--- src/rtl/shift_register_pkg.sv ---
// Shared constants and helpers for the serial-to-parallel shift register.
// Import wherever a count port width has to be derived from WIDTH.
package shift_register_pkg;

    localparam int DEFAULT_WIDTH = 12;
    localparam int MIN_WIDTH     = 2;
    localparam int MAX_WIDTH     = 32;

    // Bits needed to hold a saturating count of 0..width inclusive.
    function automatic int count_width(input int width);
        return $clog2(width + 1);
    endfunction

endpackage

--- src/rtl/shift_register.sv ---
// Serial-in / parallel-out shift register with a saturating fill counter.
// Shifts unconditionally on every rising clk edge; gate clk to pause shifting.
module shift_register
    import shift_register_pkg::*;
#(
    parameter int WIDTH     = DEFAULT_WIDTH,
    parameter int MSB_FIRST = 1
) (
    input  logic                           clk,
    input  logic                           rst,
    input  logic                           in,
    output logic [WIDTH-1:0]               data,
    output logic [count_width(WIDTH)-1:0]  count,
    output logic                           full
);

    localparam int                CW         = count_width(WIDTH);
    localparam logic [CW-1:0]     FULL_COUNT = CW'(WIDTH);

    logic [WIDTH-1:0] r_data;
    logic [CW-1:0]    r_count;
    logic             w_full;

    // The oldest bit falls off the far end; nothing flags the loss.
    always_ff @(posedge clk or negedge rst) begin
        if (!rst) begin
            r_data <= '0;
        end else if (MSB_FIRST != 0) begin
            r_data <= {r_data[WIDTH-2:0], in};
        end else begin
            r_data <= {in, r_data[WIDTH-1:1]};
        end
    end

    // Counter never looks at in, so an unknown serial bit cannot corrupt it.
    always_ff @(posedge clk or negedge rst) begin
        if (!rst) begin
            r_count <= '0;
        end else if (r_count != FULL_COUNT) begin
            r_count <= r_count + CW'(1);
        end
    end

    assign w_full = (r_count == FULL_COUNT);

    assign data  = r_data;
    assign count = r_count;
    assign full  = w_full;

endmodule

--- config.mk ---
export PLATFORM = sky130hd
export DESIGN_NAME = shift_register
export DESIGN_NICKNAME = d
export VERILOG_FILES = /design/src/rtl/shift_register_pkg.sv /design/src/rtl/shift_register.sv
export SDC_FILE = /design/constraint.sdc
export NUM_CORES = 1
export LEC_CHECK = 0
export ABC_AREA = 1
export CORE_MARGIN = 2
export CORE_UTILIZATION = 39
export CTS_CLUSTER_SIZE = 12
export DETAILED_ROUTE_END_ITERATION = 10
export GPL_TIMING_DRIVEN = 1
export PLACE_DENSITY = 0.73
export SYNTH_ARGS = -nofsm -noshare
export SYNTH_HDL_FRONTEND = slang
export SYNTH_SLANG_ARGS = --single-unit
--- constraint.sdc ---
create_clock -name clk -period 1.31 [get_ports clk]
set_input_delay 0.131 -clock clk [delete_from_list [all_inputs] [get_ports clk]]
set_output_delay 0.131 -clock clk [all_outputs]
set_load 0.05 [all_outputs]
==> impl_metrics.ini <==
[place]
gp_congestion = 0.781
dp_cells = 70
place_hpwl_um = 924
portBuffers = 19

[synthesis]
synth_area_um2 = 507
syn_area_per_cell_um2 = 14.9
synth_warnings = 0
synth_cells = 34
synth_nets = 39
synth_seq_cells = 16
yosysSeqAreaShare_pct = 79.0
ys_types = 11

[timing]
rsz0062_at_grt = yes
drv_slew = 0
worst_slew_pin_slew_ns = 0.323
min_period_over_period_pct = 106
setup-tns-final_ns = -0.0781
max-slew-margin-rel_pct = 78.5
hold_viol = 0
fin_ws_ns = -0.0781
fmax_mhz = 720
setup_violations = 1
clock_skew_ns = 0.000327
period_minus_slack_ns = 1.39

[drt]
drt-total-wl_um = 1420
viasPerCell = 5.16
dr.first_iter.drc_count = 22
routedWlPerCell_um = 17.9
drc = 0
ant_nets = 0
dr.pass1.iters = 4
vias = 408

[layout]
final_layout_size_suffix_gt1_share_pct = 55.4
final_cell_count_no_fill = 79
antenna_cells = 0
fin_nets = 71
seqCellArea_um2 = 403
syn_to_final_growth_pct = 96.8
multi_input_area_um2 = 110
n_fill_cell = 45

[global_routing]
grt_max_degree = 13
grt_usage_pct = 21.8
grt_first_pass_wirelength_um = 2080
overflow = 0
grt_pass1_vias = 431
grt_antenna_before_repair = 0

[job]
drv_cap = 0

[power]
share_comb_of_total_power_pct = 17.1
total_power_mw = 0.966
p_per_area_nw_per_um2 = 969
p_int_mw = 0.709
power.switching_mw = 0.257
p_clk_share_pct = 27.6
vdd_drop_max_mv = 0.819
switching_share_pct = 26.6
leakage_nw = 0.476
seqPwrFrac_pct = 55.3

[critical_path]
cp_data_required_time_ns = 1.18
cp-end-kind = primary output
crit_type = flop to primary output
start_kind = flop
crit_start = count[0]
crit_fanout = 2
arrival_ns = 1.26
worstReg2RegStart = count[1]

[floorplanning]
start_util_pct = 43.8
io_pins = 20
coreArea_um2 = 1160
die_area_um2 = 1600
fp.dieW_um = 40.0
die_y_um = 40.0
rows = 12

[clock_tree]
clk_pin_slew_ns = 0.08
h-tree-depth = 1
cts-root-buf = clkbuf_4
clk_latency_ns = 0.29
clk_path_buf_depth = 2
cts_tree = done
clkSinkCount = 16
holdBufCountCts = 0
numCtsBuffers = 3

[outcome]
violations = setup timing
status = finished, violations left

[hold_path]
hp-class = input pin to async pin
==> power groups by stage <==
stage	sequential (mW)	clock (mW)	combinational, mW
after floorplan	0.599	0	0.0000000670
after global placement	0.541	0	0.164
after detailed placement	0.543	0	0.167
after CTS	0.534	0.268	0.167
after global routing	0.536	0.294	0.171
final	0.534	0.267	0.165
==> critical path: stages (launching register included) <==
cell and delay [ns]:
dfrtp_2 0.43, inv_2 0.10, ha_4 0.15, nand3_4 0.09, clkinv_4 0.08, buf_12 0.12
==> per-stage QoR <==
step           setup slack, ns  hold slack, ns  utilization [%]  area, µm²
6_report               -0.0781          0.0482             86.3        997
5_1_grt                 -0.113          0.0538             86.3        997
4_1_cts                -0.0258          0.0482             85.6        990
3_5_place_dp             0.153           0.361             79.2        916
3_3_place_gp             0.216           0.357             79.2        916
2_1_floorplan          0.00442          -0.165                -        515
==> final timing paths <==
| path | slack (ns) | to | cells past startpoint |
|---|---|---|---|
| setup reg to reg | 0.05 | count[2] | 5 |
| max in group asynchronous | 0.85 | data[5] | 2 |
| hold / removal | 0.05 | count[2] | 1 |
| setup / recovery | -0.08 | full | 5 |
| hold reg to reg | 0.44 | data[11] | 0 |
| min in group clk | 0.29 | data[0] | 1 |
==> cell usage after synthesis <==
| library cell | count | area (µm²) |
|---|---|---|
| xnor2_1 | 1 | 8.76 |
| nand4_1 | 1 | 6.26 |
| inv_1 | 3 | 11.3 |
| nand2_2 | 1 | 6.26 |
| nand3_2 | 1 | 10.0 |
| nand2_1 | 5 | 18.8 |
| clkinv_2 | 1 | 5.00 |
| dfrtp_1 | 16 | 400 |
| ha_1 | 2 | 25.0 |
| o21ai_1 | 1 | 5.00 |
| nand3_1 | 2 | 10.0 |
==> final cells by class <==
| class | count | share of cell area, % |
|---|---|---|
| clock buffer | 4 | 2.63 |
| sequential | 16 | 40.4 |
| multi-input combinational | 14 | 11.0 |
| timing repair buffer | 27 | 42.2 |
| tap | 14 | 1.76 |
| inverter | 4 | 2.01 |
==> state kept, by name (all words and copies together) (netlist names) <==
signal / flops
count: 4
data: 12
==> timing repair <==
item,in CTS,in global routing
setup buffers,4,1
gates resized for setup,3,0
pin swaps,1,1
setup endpoints to repair,1,1
==> per-layer routing <==
layer / track usage (%) / vias up / part of all wire (%)
li1: - / 168 / -
met2: 41.1 / 29 / 53
met1: 21.4 / 201 / 35
met5: 0 / - / 0
met4: 5.17 / 0 / 4.0
met3: 9.44 / 10 / 8.8
==> placed cells by master, fill, tap and decap left out <==
cell type and n:
clkinv_4 1, ha_1 1, ha_4 1, nand2_1 5, inv_1 1, clkbuf_4 3
nand3_4 1, buf_12 17, buf_4 8, nand3_1 2, inv_2 2, o21ai_1 1
clkdlybuf4s50_1 2, dfrtp_1 14, clkbuf_1 1, nand2_2 1, dfrtp_2 2, nand4_1 1
xnor2_1 1
==> logic make-up after synthesis <==
group / after synthesis / synth area share (%)
adder cells (fa/ha/maj): 2 / 4.94
AND/OR/NAND/NOR: 10 / 10.1
XOR/XNOR: 1 / 1.73
AO/OA/AOI/OAI: 1 / 0.987
flip-flops: 16 / 79.0
buffers and inverters: 4 / 3.21
(Power assumes the default switching activity.)
